--- src/rtl/tokenflow_pkg.sv ---
// Shared definitions for the tokenflow receiver.
//   state_t      : handshake FSM states
//   W_DEFAULT    : default channel data width
//   SEQ_CNT_MAX  : saturation value of the 16-bit token counter
package tokenflow_pkg;

    typedef enum logic {
        WAIT_REQ = 1'b0,
        WAIT_RLS = 1'b1
    } state_t;

    localparam int          W_DEFAULT   = 15;
    localparam logic [15:0] SEQ_CNT_MAX = 16'hFFFF;

endpackage

--- src/rtl/tokenflow_rx_if.sv ---
// Bundle of the receiver's channel, stream and status signals.
//   ch_req/ch_data/ch_ack : 4-phase bundled-data channel from the generator
//   out_valid/out_ready/out_data : ready/valid stream to on-chip logic
//   seq_err/seq_count     : checker status
// slave  : receiver side (tokenflow_rx)
// master : sender/consumer side
interface tokenflow_rx_if #(
    parameter int W = tokenflow_pkg::W_DEFAULT
);
    logic         ch_req;
    logic [W-1:0] ch_data;
    logic         ch_ack;
    logic         out_valid;
    logic         out_ready;
    logic [W-1:0] out_data;
    logic         seq_err;
    logic [15:0]  seq_count;

    modport slave (
        input  ch_req, ch_data, out_ready,
        output ch_ack, out_valid, out_data, seq_err, seq_count
    );

    modport master (
        output ch_req, ch_data, out_ready,
        input  ch_ack, out_valid, out_data, seq_err, seq_count
    );
endinterface

--- src/rtl/sync_ff.sv ---
// Multi-flop synchroniser for asynchronous inputs, reset to 0.
//   clk, rst_n : clock and async active-low reset
//   d_i        : asynchronous input
//   q_o        : synchronised output, STAGES cycles later
module sync_ff #(
    parameter int STAGES = 2,
    parameter int WIDTH  = 1
) (
    input  logic             clk,
    input  logic             rst_n,
    input  logic [WIDTH-1:0] d_i,
    output logic [WIDTH-1:0] q_o
);
    logic [WIDTH-1:0] ff_q [STAGES];

    always_ff @(posedge clk or negedge rst_n) begin
        if (!rst_n) begin
            for (int i = 0; i < STAGES; i++) ff_q[i] <= '0;
        end else begin
            ff_q[0] <= d_i;
            for (int i = 1; i < STAGES; i++) ff_q[i] <= ff_q[i-1];
        end
    end

    assign q_o = ff_q[STAGES-1];
endmodule

--- src/rtl/tokenflow_rx.sv ---
// Clocked receiver for the asynchronous tokenflow generator.
// Terminates the 4-phase channel, buffers tokens in a FIFO, presents them
// as a ready/valid stream and checks them against k*(k+1).
//   clk, rst_n : clock and async active-low reset
//   rx         : tokenflow_rx_if.slave (channel, stream, checker status)
//
// state    | meaning
// ---------+-----------------------------------------------------------
// WAIT_REQ | ack low; capture on synchronised req high and FIFO not full
// WAIT_RLS | ack high; wait for synchronised req to drop
module tokenflow_rx
    import tokenflow_pkg::*;
#(
    parameter int W           = W_DEFAULT,
    parameter int DEPTH       = 4,
    parameter int SYNC_STAGES = 2
) (
    input  logic           clk,
    input  logic           rst_n,
    tokenflow_rx_if.slave  rx
);
    localparam int           AW      = $clog2(DEPTH);
    localparam logic [AW:0]  PTR_ONE = (AW+1)'(1);
    localparam logic [W-1:0] K_ONE   = W'(1);

    logic         req_s;
    state_t       state_q, state_d;
    logic         push;
    logic         pop;
    logic         full;
    logic         empty;
    logic [AW:0]  wr_ptr_q, rd_ptr_q;
    logic [W-1:0] mem_q [DEPTH];
    logic [W-1:0] exp_q, k_q;
    logic         seq_err_q;
    logic [15:0]  seq_cnt_q;

    sync_ff #(
        .STAGES (SYNC_STAGES),
        .WIDTH  (1)
    ) u_req_sync (
        .clk   (clk),
        .rst_n (rst_n),
        .d_i   (rx.ch_req),
        .q_o   (req_s)
    );

    always_ff @(posedge clk or negedge rst_n) begin
        if (!rst_n) state_q <= WAIT_REQ;
        else        state_q <= state_d;
    end

    // Full is taken from pre-edge occupancy, so a same-cycle pop never
    // frees room for a push; the stalled token is captured one edge later.
    always_comb begin
        state_d = state_q;
        push    = 1'b0;
        case (state_q)
            WAIT_REQ: begin
                if (req_s && !full) begin
                    push    = 1'b1;
                    state_d = WAIT_RLS;
                end
            end
            WAIT_RLS: begin
                if (!req_s) state_d = WAIT_REQ;
            end
            default: state_d = WAIT_REQ;
        endcase
    end

    assign full  = (wr_ptr_q[AW] != rd_ptr_q[AW]) &&
                   (wr_ptr_q[AW-1:0] == rd_ptr_q[AW-1:0]);
    assign empty = (wr_ptr_q == rd_ptr_q);
    assign pop   = !empty && rx.out_ready;

    always_ff @(posedge clk or negedge rst_n) begin
        if (!rst_n) begin
            wr_ptr_q <= '0;
            rd_ptr_q <= '0;
        end else begin
            if (push) wr_ptr_q <= wr_ptr_q + PTR_ONE;
            if (pop)  rd_ptr_q <= rd_ptr_q + PTR_ONE;
        end
    end

    always_ff @(posedge clk) begin
        if (push) mem_q[wr_ptr_q[AW-1:0]] <= rx.ch_data;
    end

    always_ff @(posedge clk or negedge rst_n) begin
        if (!rst_n) begin
            exp_q     <= '0;
            k_q       <= '0;
            seq_err_q <= 1'b0;
            seq_cnt_q <= '0;
        end else if (push) begin
            if (rx.ch_data != exp_q) seq_err_q <= 1'b1;
            exp_q <= exp_q + ((k_q + K_ONE) << 1);
            k_q   <= k_q + K_ONE;
            if (seq_cnt_q != SEQ_CNT_MAX) seq_cnt_q <= seq_cnt_q + 16'd1;
        end
    end

    // Ack follows the state register, so async reset drops it at once.
    assign rx.ch_ack    = (state_q == WAIT_RLS);
    assign rx.out_valid = !empty;
    assign rx.out_data  = empty ? '0 : mem_q[rd_ptr_q[AW-1:0]];
    assign rx.seq_err   = seq_err_q;
    assign rx.seq_count = seq_cnt_q;
endmodule

--- src/flat_wrapper.sv ---
// flat-port wrapper written by rule: the top's interface ports become plain ports
module tokenflow_rx_flat import tokenflow_pkg::*;
#(
    parameter int W           = W_DEFAULT,
    parameter int DEPTH       = 4,
    parameter int SYNC_STAGES = 2
)
  (clk, rst_n, rx_ch_req, rx_ch_data, rx_out_ready, rx_ch_ack, rx_out_valid, rx_out_data, rx_seq_err, rx_seq_count);
  tokenflow_rx_if #(.W(W)) rx_i ();
  input  logic clk;
  input  logic rst_n;
  input wire logic [$bits(rx_i.ch_req)-1:0] rx_ch_req;
  input wire logic [$bits(rx_i.ch_data)-1:0] rx_ch_data;
  input wire logic [$bits(rx_i.out_ready)-1:0] rx_out_ready;
  output wire logic [$bits(rx_i.ch_ack)-1:0] rx_ch_ack;
  output wire logic [$bits(rx_i.out_valid)-1:0] rx_out_valid;
  output wire logic [$bits(rx_i.out_data)-1:0] rx_out_data;
  output wire logic [$bits(rx_i.seq_err)-1:0] rx_seq_err;
  output wire logic [$bits(rx_i.seq_count)-1:0] rx_seq_count;
  assign rx_i.ch_req = rx_ch_req;
  assign rx_i.ch_data = rx_ch_data;
  assign rx_i.out_ready = rx_out_ready;
  assign rx_ch_ack = rx_i.ch_ack;
  assign rx_out_valid = rx_i.out_valid;
  assign rx_out_data = rx_i.out_data;
  assign rx_seq_err = rx_i.seq_err;
  assign rx_seq_count = rx_i.seq_count;
  tokenflow_rx #(.W(W), .DEPTH(DEPTH), .SYNC_STAGES(SYNC_STAGES)) u_core (.clk(clk), .rst_n(rst_n), .rx(rx_i));
endmodule
--- config.mk ---
export PLATFORM = sky130hd
export DESIGN_NAME = tokenflow_rx_flat
export DESIGN_NICKNAME = d
export VERILOG_FILES = /design/src/rtl/tokenflow_pkg.sv /design/src/rtl/tokenflow_rx_if.sv /design/src/rtl/sync_ff.sv /design/src/rtl/tokenflow_rx.sv /design/src/flat_wrapper.sv
export SDC_FILE = /design/constraint.sdc
export NUM_CORES = 1
export LEC_CHECK = 0
export ABC_AREA = 1
export ABC_CLOCK_PERIOD_IN_PS = 6700
export BUFFER_PORTS_ARGS = -buffer_cell sky130_fd_sc_hd__buf_2
export CAP_MARGIN = 20
export CORE_MARGIN = 4
export CORE_UTILIZATION = 45
export DETAILED_ROUTE_END_ITERATION = 8
export SLEW_MARGIN = 20
export SYNTH_ARGS = -nofsm -noshare
export SYNTH_HDL_FRONTEND = slang
export SYNTH_SLANG_ARGS = --single-unit
--- constraint.sdc ---
create_clock -name clk -period 6.7 [get_ports clk]
set_input_delay 0.67 -clock clk [delete_from_list [all_inputs] [get_ports clk]]
set_output_delay 0.67 -clock clk [all_outputs]
set_load 0.05 [all_outputs]
# Word-level counts from Yosys, hierarchy flattened
# Memory sizes are Yosys's and may differ from the RTL's.
# Index checks and enable logic that the tools add are counted.
# classes
eq_ne,5
muxes,7
reduce_logical,7
n_addsub,5
bitwise,1
# op_table
cell,count
"adder 16 x 1 -> 16 bit, second input constant",1
"!= test 16 bit, second input constant",1
"adder 15 x 1 -> 15 bit, second input constant",1
adder 15 bit,1
2-to-1 mux 15 bit,1
!= test 15 bit,1
"adder 3 x 1 -> 3 bit, second input constant",2
2-to-1 mux 1 bit,5
AND reduction 2 bit,2
== test 3 bit,1
logical AND 1 bit,3
== test 2 bit,1
zero test 1 bit,2
one-hot mux 1 bit (2 select lines),1
!= test 1 bit,1
inverter 1 bit,1
# word_totals
input_bits,19
ramBits,60
register_bits,56
elab_cells,35
output_inout_bits,34
memories,1
# mem_list
memory,depth,width,read_ports,rd_ports_with_merged_regs,wr,line,text
u_core.mem_q,4,15,1,0,1,tokenflow_rx.sv:33,logic [W-1:0] mem_q [DEPTH];

# Longest topological paths before layout
# Gate-level depths: netlist (run 1).
# depth
word_depth,8
depth_mapped,18
ltp_nobuf,18

# Modules after synthesis
# A second synthesis (run 1) with hierarchy kept.
# hier_totals
cells_unflattened,649
area_unflattened_um2,5886.9
# by_module_without_submodules
module,area_each_um2,seq_area_each_um2,cells_each,instances
tokenflow_rx,5836.8,3103.0,647,1
sync_ff,50.0,50.0,2,1

# Worst setup path after synthesis (run 1)
# No wires, ideal clock.
# synth_timing
kind,register to output
startpoint,reg u_core.rd_ptr_q[1]
endpoint,out rx_out_data[10]
path_slack_ns,4.477
arrival_ns,1.553
stages_incl_launch_ff,7
required_ns,6.030
path_buffers,1
path_cell_list,dfrtp_1 > xor2_1 > nor2_1 > nand2_1 > buf_2 > nand2_1 > inv_1
# synth_via
elab_chain_cells,2
word_cells_on_any_way,3
cone_classes,eq/ne: 1; mux: 1; memory: 1
# synth_rtl
item,line,text
"start, declared",tokenflow_rx.sv:32,"logic [AW:0] wr_ptr_q, rd_ptr_q;"
"start signal, assigned",tokenflow_rx.sv:83,if (pop) rd_ptr_q <= rd_ptr_q + PTR_ONE;
memory read (4 x 15 bit) or == test 3 bit (tied branches),-,
2-to-1 mux 15 bit *,tokenflow_rx.sv:108,assign rx.out_data = empty ? '0 : mem_q[rd_ptr_q[AW-1:0]];
"end, declared",flat_wrapper.sv:17,output wire logic [$bits(rx_i.out_data)-1:0] rx_out_data;
# Mark *: on every way between the ends. The rest lies on a longest branch, timed or not.

# Final worst setup path (run 1)
# layout_timing
startpoint,reg u_core.rd_ptr_q[0]
endpoint,out rx_out_data[14]
# Same word-level chain as after synthesis.

==> flow_metrics.tcl, run 1 <==
set metrics [dict create \
    synth.distinct_cells 35 \
    cp_num_buf_inv 3 \
    clock_tree.root_cell "sky130_fd_sc_hd__clkbuf_16" \
    setup-violations-final 0 \
    critPathSlowestCell "sky130_fd_sc_hd__inv_1" \
    worst-setup-path-type "reg2out" \
    max_slew_margin_vs_limit 0.3810 \
    synth_compound_area_frac 0.08136 \
    outcome "finished clean" \
    power.share.clock 0.278 \
    ant_nets 0 \
    finalCriticalPeriod_ns 3.456 \
    final_layout_size_suffix_gt1_frac 0.1350 \
    tritoncts_num_sinks 114 \
    routed_wire_length_per_instance_um 13.54 \
    area_delta_synth_final_pct 17.12 \
    worst_path_clk_slew_ns 0.05 \
    cts-hold-fix-buffers 0 \
    max_root_sink_buffers 2 \
    post_synth_and_or_nand_nor_area_fraction 0.2176 \
    crit_path_max_incr_delay_ns 0.84 \
    switching_share 0.4298 \
    fin_area_sq_um 6917 \
    finClkSkew_ns 0.007092 \
    clock_tree.htree_level_count 4 \
    synth_sequential_area_ratio 0.5339 \
    synth_fp_nets 699 \
    synth_top_family_by_area "simple AND/OR/NAND/NOR gates" \
    final_min_period_over_clock_period 0.5158 \
    initial_core_util 0.4642 \
    hold_path.startpoint "u_core.u_req_sync.ff_q[1]$_DFF_PN0_" \
    crit_path_frequent_cell "sky130_fd_sc_hd__inv_1" \
    post_route_m1_wl_mm 5.758 \
    grt_pass1_vias 4132 \
    power.share.sequential 0.316 \
    p_leak_nw 3.193 \
    timing_worst_slew_pin_value_ns 0.9286 \
    worstPathRequired_ns 6.03 \
    post_synthesis_share_of_cell_area_spent_on_full_adders_half_adders_and_majority_gates 0.05000 \
    postRouteWirelength_mm 12.16 \
    cts.repair_timing.setup_buffer_count 0 \
    cp_max_fo 33 \
    layout.core_utilization 0.5437 \
    grt_pass1_wl_mm 20.20 \
    worst_ep_arrival_time_ns 2.79 \
    hold_violations 0 \
    worst_skew_late_latency_ns 0.41 \
    cts-resized-gates 0 \
    intPower_mw 1.821 \
    path_delay_family "buffers and inverters" \
    placement.io_buffers 52 \
    gp_routability_congestion 0.8499 \
    first_iter_violations 309 \
    cp_cell_sequence "inv_1 -> nor2_1 -> o32ai_1 -> nand2_1 -> inv_1 -> buf_2" \
    design.core.area_sq_um 12720 \
    finish.net_count 755 \
    core.rowCount 41 \
    drv_slew 0 \
    cap_violations 0 \
    antenna_violations_before_repair 0 \
    viasPerCell 4.874 \
    reg2reg_slack_ns 3.62 \
    worstReg2RegEnd "u_core.rx.seq_count[4]$_DFFE_PN0P_" \
    route.met3.wl_um 497 \
    number_of_detailed_route_iterations_in_the_first_pass 4 \
    tritoncts.num_buffers 17 \
    pwr-share-comb 0.406 \
    met2_wirelength_mm 5.702 \
    synth.mux.area_fraction 0.001907 \
    net-switching-power_mw 1.372 \
    insertedDiodeCount 0 \
    synthesis.area_sq_um 5906 \
    crit_path_start_kind "flip-flop" \
    grt_setup_unrepaired "no" \
    worst_ir_drop_vdd_mv 0.2520 \
    worstHoldEndpoint "u_core.u_req_sync.q_o$_DFF_PN0_" \
    ys_seq_elements 114 \
    routed_via_count 4377 \
    placement.cell_area_sq_um 6319 \
    count_of_warnings_emitted_by_yosys 0 \
    pin_count 53 \
    timing.setup.tns_ns 0 \
    min-delay-path-class "reg2reg" \
    r2r_start "u_core.rd_ptr_q[1]$_DFFE_PN0P_" \
    crit_path_end_kind "output pin" \
    syn_area_per_cell_sq_um 8.989 \
    die_height_um 122.6 \
    synthCells 657 \
    maximum_number_of_pins_on_one_net_before_global_route_repair 55 \
    hold-path-cell-count 0 \
    detailed_place_hpwl_mm 8.558 \
    p_per_area_nw_per_um2 461.6 \
    cts_tree "built" \
    fp.dieArea_sq_um 15020 \
    top_achievable_clock_speed_mhz 289.3 \
    grt_use_total 0.1740 \
    reg2regPathDepth 9 \
    topRoutingLayerUsed "met4" \
    die-width_um 122.6 \
    drc_markers 0 \
    gr-total-overflow 0 \
    synth-xor-area-share 0.05636 \
]
[placed cells by master, fill, tap and decap left out, types with 3 or more instances in the layout]
cell	n
sky130_fd_sc_hd__nand2_1	168
sky130_fd_sc_hd__nor2_1	85
sky130_fd_sc_hd__inv_1	69
sky130_fd_sc_hd__edfxtp_1	60
sky130_fd_sc_hd__dfrtp_1	54
sky130_fd_sc_hd__buf_2	52
sky130_fd_sc_hd__o21ai_0	43
sky130_fd_sc_hd__nand3_1	35
sky130_fd_sc_hd__ha_1	22
sky130_fd_sc_hd__xor2_1	19
sky130_fd_sc_hd__xnor2_1	19
sky130_fd_sc_hd__clkbuf_16	17
sky130_fd_sc_hd__o32ai_1	15
sky130_fd_sc_hd__nor3_1	10
sky130_fd_sc_hd__a21oi_1	7
sky130_fd_sc_hd__nand2_2	4
sky130_fd_sc_hd__nand4_1	4
sky130_fd_sc_hd__o21ai_1	4
sky130_fd_sc_hd__clkbuf_8	4
sky130_fd_sc_hd__clkinv_2	4
sky130_fd_sc_hd__nor2_2	3
sky130_fd_sc_hd__a31oi_1	3
sky130_fd_sc_hd__buf_4	3
[per-layer routing]
metal,vias to the layer above,global-route usage
met5,-,0
met4,0,0.06928
met3,17,0.03594
met2,78,0.2707
met1,2007,0.2394
li1,2275,-
[power groups by stage]
stage	clock (mW)	combinational (mW)	sequential (mW)
after CTS	0.904	1.31	1.01
after detailed placement	0	1.30	1.02
after global placement	0	1.28	1.02
after global routing	0.940	1.44	1.03
after floorplan	0	1.03	1.01
final	0.886	1.30	1.01
[per-stage QoR]
stage / std cells / hold WS (ns) / power (mW) / worst slack [ns]
2_1_floorplan: 657 / 0.3312 / 2.044 / 4.477
3_3_place_gp: 866 / 0.3402 / 2.302 / 3.497
3_5_place_dp: 866 / 0.3413 / 2.325 / 3.427
4_1_cts: 898 / 0.3462 / 3.224 / 3.203
5_1_grt: 898 / 0.3489 / 3.407 / 2.969
6_report: 898 / 0.3496 / 3.193 / 3.244
[layout make-up]
| class | instances | area (sq um) |
|---|---|---|
| fill | 1201 | 5806 |
| sequential | 114 | 3153 |
| multi-input combinational | 455 | 2410 |
| clock buffer | 23 | 488.0 |
| timing repair buffer | 55 | 282.8 |
| inverter | 70 | 262.8 |
| tap | 172 | 215.2 |
| clock inverter | 9 | 105.1 |
[cell usage after synthesis]
cell                       instances  area, sq um
sky130_fd_sc_hd__o22ai_1           1        6.260
sky130_fd_sc_hd__nand3_2           1        10.01
sky130_fd_sc_hd__o21ai_1           4        20.02
sky130_fd_sc_hd__nand3_1          35        175.2
sky130_fd_sc_hd__nand2_2           4        25.02
sky130_fd_sc_hd__o21bai_1          1        7.510
sky130_fd_sc_hd__clkbuf_1         11        41.29
sky130_fd_sc_hd__nand4_1           4        25.02
sky130_fd_sc_hd__nor2_2            1        6.260
sky130_fd_sc_hd__buf_6             1        11.26
sky130_fd_sc_hd__ha_1             22        275.3
sky130_fd_sc_hd__a21oi_4           1        16.27
sky130_fd_sc_hd__o32ai_1          15        131.4
sky130_fd_sc_hd__dfrtp_1          54         1351
sky130_fd_sc_hd__inv_1            69        259.0
sky130_fd_sc_hd__nor2_4            2        22.52
sky130_fd_sc_hd__a21oi_1           7        35.03
sky130_fd_sc_hd__and2_1            1        6.260
sky130_fd_sc_hd__edfxtp_1         60         1802
sky130_fd_sc_hd__o211ai_1          1        7.510
sky130_fd_sc_hd__mux2_2            1        11.26
sky130_fd_sc_hd__nor3_1           10        50.05
sky130_fd_sc_hd__nand2_1         168        630.6
sky130_fd_sc_hd__o21a_1            1        7.510
sky130_fd_sc_hd__fa_1              1        20.02
sky130_fd_sc_hd__nand3b_1          1        7.510
sky130_fd_sc_hd__buf_2             5        25.02
sky130_fd_sc_hd__xnor2_1          19        166.4
sky130_fd_sc_hd__a31oi_1           3        18.77
sky130_fd_sc_hd__o21ai_0          43        215.2
sky130_fd_sc_hd__inv_2             1        3.750
sky130_fd_sc_hd__xor2_1           19        166.4
sky130_fd_sc_hd__buf_4             1        7.510
sky130_fd_sc_hd__a21o_1            2        15.01
sky130_fd_sc_hd__nor2_1           87        326.6
[flip-flops by register name, indices dropped and copies added, names as in the netlist]
name / cells
u_core.exp_q: 14
u_core.k_q: 14
u_core.mem_q: 60
u_core.rd_ptr_q: 3
u_core.rx.ch_ack: 1
u_core.rx.seq_count: 16
u_core.rx.seq_err: 1
u_core.u_req_sync.ff_q: 1
u_core.u_req_sync.q_o: 1
u_core.wr_ptr_q: 3
[how the worst max path moves through the flow]
stage / start / end / slack, ns / cells past startpoint
after floorplan: u_core.rd_ptr_q[1]$_DFFE_PN0P_ / rx_out_data[10] / 4.48 / 6
after global placement: u_core.rd_ptr_q[0]$_DFFE_PN0P_ / u_core.mem_q[2][2]$_DFFE_PP_ / 3.50 / 5
after detailed placement: u_core.rd_ptr_q[0]$_DFFE_PN0P_ / u_core.mem_q[2][2]$_DFFE_PP_ / 3.43 / 5
after CTS: u_core.rd_ptr_q[0]$_DFFE_PN0P_ / rx_out_data[14] / 3.20 / 6
after global routing: u_core.rd_ptr_q[0]$_DFFE_PN0P_ / rx_out_data[0] / 2.97 / 6
final: u_core.rd_ptr_q[0]$_DFFE_PN0P_ / rx_out_data[14] / 3.24 / 6
[cell families after synthesis]
family	after synthesis
xor gates and xnor gates	38
AOI/OAI and AO/OA	79
adders and majority gates	23
DFF	114
buffers and inverters	88
and+or+nand+nor	314
muxes	1
[worst register-to-register path, delay by kind of cell (launching register included)]
kind                   cells  cell delay (ns)
XOR/XNOR                   1             0.14
buffers and inverters      1             0.40
AND/OR/NAND/NOR            7             1.49
flip-flops                 1             0.95
Note: power is estimated with default switching activity, not from simulation.
==> inputs of run 2 (changes only) <==
--- a/config.mk
+++ b/config.mk
@@ -6,12 +6,13 @@
 export NUM_CORES = 1
 export LEC_CHECK = 0
 export ABC_AREA = 1
-export ABC_CLOCK_PERIOD_IN_PS = 6700
+export ABC_CLOCK_PERIOD_IN_PS = 3000
 export BUFFER_PORTS_ARGS = -buffer_cell sky130_fd_sc_hd__buf_2
 export CAP_MARGIN = 20
 export CORE_MARGIN = 4
 export CORE_UTILIZATION = 45
 export DETAILED_ROUTE_END_ITERATION = 8
+export PLACE_DENSITY = 0.66
 export SLEW_MARGIN = 20
 export SYNTH_ARGS = -nofsm -noshare
 export SYNTH_HDL_FRONTEND = slang
==> constraint.sdc (replaced) <==
create_clock -name clk -period 3 [get_ports clk]
set_input_delay 0.3 -clock clk [delete_from_list [all_inputs] [get_ports clk]]
set_output_delay 0.3 -clock clk [all_outputs]
set_load 0.05 [all_outputs]
==> run 2 against run 1 <==
Power grew 140%. Setup slack lost 2.9 ns. First-iteration DRC count grew 15%. Hold slack lost 0.34 ns. Combinational power grew 140%. Core utilization grew 1.2 points. Register-to-register slack lost 3.2 ns. Via count grew 4.4%.
==> flow_metrics.tcl, run 2 (same netlist as run 1, synthesis figures left out) <==
set metrics [dict create \
    antenna_violations_before_repair 0 \
    core.rowCount 41 \
    finClkSkew_ns 0.01260 \
    clock_tree.htree_level_count 4 \
    first_iter_violations 356 \
    cts-resized-gates 0 \
    final_layout_size_suffix_gt1_frac 0.1403 \
    worstPathRequired_ns 2.70 \
    drc_markers 0 \
    tritoncts.num_buffers 17 \
    pin_count 53 \
    initial_core_util 0.4642 \
    max_root_sink_buffers 2 \
    finish.net_count 763 \
    worst_ep_arrival_time_ns 2.33 \
    detailed_place_hpwl_mm 8.640 \
    cts_tree "built" \
    n_fill_cell 1172 \
    gp_routability_congestion 0.8803 \
    worst_path_clk_slew_ns 0.05 \
    max_slew_margin_vs_limit 0.5295 \
    timing.setup.tns_ns 0 \
    hold_violations 0 \
    ant_nets 0 \
    p_leak_nw 3.263 \
    postRouteWirelength_mm 12.55 \
    grt_pass1_wl_mm 21.28 \
    design.core.area_sq_um 12720 \
    setup-violations-final 0 \
    die_height_um 122.6 \
    p_per_area_nw_per_um2 1072 \
    worst-setup-path-type "reg2out" \
    worst_ir_drop_vdd_mv 0.5037 \
    number_of_detailed_route_iterations_in_the_first_pass 5 \
    clock_tree.root_cell "sky130_fd_sc_hd__clkbuf_16" \
    viasPerCell 5.045 \
    min-delay-path-class "in2async" \
    fp.dieArea_sq_um 15020 \
    crit_path_start_kind "flip-flop" \
    die-width_um 122.6 \
    placement.io_buffers 52 \
    drv_slew 0 \
    crit_path_end_kind "output pin" \
    maximum_number_of_pins_on_one_net_before_global_route_repair 55 \
    grt_pass1_vias 4574 \
    area_delta_synth_final_pct 19.70 \
    finalCriticalPeriod_ns 2.631 \
    cap_violations 0 \
    final_cell_mix "sky130_fd_sc_hd__nand2_1 (168), sky130_fd_sc_hd__nor2_1 (87), sky130_fd_sc_hd__inv_1 (69)" \
    routed_wire_length_per_instance_um 13.85 \
    grt_use_total 0.1818 \
    grt_setup_unrepaired "no" \
    gr-total-overflow 0 \
    final_worst_hold_slack_ns 0.008594 \
    cp_max_fo 18 \
    insertedDiodeCount 0 \
    routed_via_count 4571 \
    layout.cells.most_common "sky130_fd_sc_hd__nand2_1" \
    outcome "finished clean" \
    tritoncts_num_sinks 114 \
    multi_input_area_sq_um 2405 \
    final_min_period_over_clock_period 0.8770 \
    area.sequential_sq_um 3153 \
    cts.repair_timing.setup_buffer_count 0 \
    cts-hold-fix-buffers 1 \
    largest_reg_flops 60 \
    top_achievable_clock_speed_mhz 380.1 \
    timing_worst_slew_pin_value_ns 0.7040 \
    worst_skew_late_latency_ns 0.41 \
]
[run 2: changes by cell type in the layout (fill, tap and decap cells not counted)]
cell,delta
sky130_fd_sc_hd__clkbuf_8,-4
sky130_fd_sc_hd__dlygate4sd3_1,+1
sky130_fd_sc_hd__nor2_1,+2
sky130_fd_sc_hd__clkinvlp_4,+2
sky130_fd_sc_hd__clkinv_4,-1
sky130_fd_sc_hd__clkinv_1,+1
sky130_fd_sc_hd__inv_6,+1
sky130_fd_sc_hd__buf_4,+7
sky130_fd_sc_hd__clkbuf_1,-1
sky130_fd_sc_hd__clkinv_2,-3
sky130_fd_sc_hd__nor2_2,-2
sky130_fd_sc_hd__bufinv_16,+5
[run 2: power by group]
group,switching [mW],internal (mW)
Sequential,0.210,1.96
Clock,0.698,1.64
Combinational,2.23,0.841
Total,3.14,4.44
[run 2: area by class of cell]
class,count,area share
clock buffers,18,0.06071
multi-input cells,455,0.3402
flip-flops and latches,114,0.4460
clock inverters,14,0.03664
repair buffers,63,0.04885
inverters,70,0.03717
well taps,172,0.03044
[run 2: layer usage]
layer | global-route usage | part of all wire | vias up
li1 | - | - | 2286
met1 | 0.2278 | 0.45 | 2157
met2 | 0.2923 | 0.48 | 104
met3 | 0.05253 | 0.046 | 24
met4 | 0.08258 | 0.022 | 0
met5 | 0 | 0 | -
[run 2: stage by stage]
| stage | instance area [sq um] | power (mW) | worst slack [ns] | util | cells |
|---|---|---|---|---|---|
| after floorplan | 5906 | 4.565 | 0.7783 | - | 657 |
| after global placement | 6371 | 5.191 | 0.6231 | 0.5008 | 873 |
| after detailed placement | 6371 | 5.290 | 0.4650 | 0.5008 | 873 |
| after CTS | 7069 | 7.644 | 0.3396 | 0.5557 | 906 |
| after global routing | 7069 | 8.059 | 0.1304 | 0.5557 | 906 |
| final | 7069 | 7.581 | 0.3689 | 0.5557 | 906 |
[run 2: final timing paths]
check / slack [ns] / end / from / cells past startpoint
min in group clk: 0.13 / u_core.mem_q[2][6]$_DFFE_PP_ / rx_ch_data[6] / 1
hold / removal: 0.009 / u_core.rd_ptr_q[1]$_DFFE_PN0P_ / rst_n / 2
setup reg to reg: 0.43 / u_core.exp_q[14]$_DFFE_PN0P_ / u_core.k_q[1]$_DFFE_PN0P_ / 16
hold reg to reg: 0.35 / u_core.u_req_sync.q_o$_DFF_PN0_ / u_core.u_req_sync.ff_q[1]$_DFF_PN0_ / 0
max in group asynchronous: 2.52 / u_core.k_q[9]$_DFFE_PN0P_ / rst_n / 2
setup / recovery: 0.37 / rx_out_data[4] / u_core.rd_ptr_q[0]$_DFFE_PN0P_ / 6
[run 2: critical path, cell delays in order (launching register included)]
cell,delay (ns)
sky130_fd_sc_hd__dfrtp_1,0.66
sky130_fd_sc_hd__xor2_1,0.18
sky130_fd_sc_hd__nor2_1,0.07
sky130_fd_sc_hd__nand2_1,0.52
sky130_fd_sc_hd__nand2_1,0.14
sky130_fd_sc_hd__inv_1,0.09
sky130_fd_sc_hd__buf_2,0.26
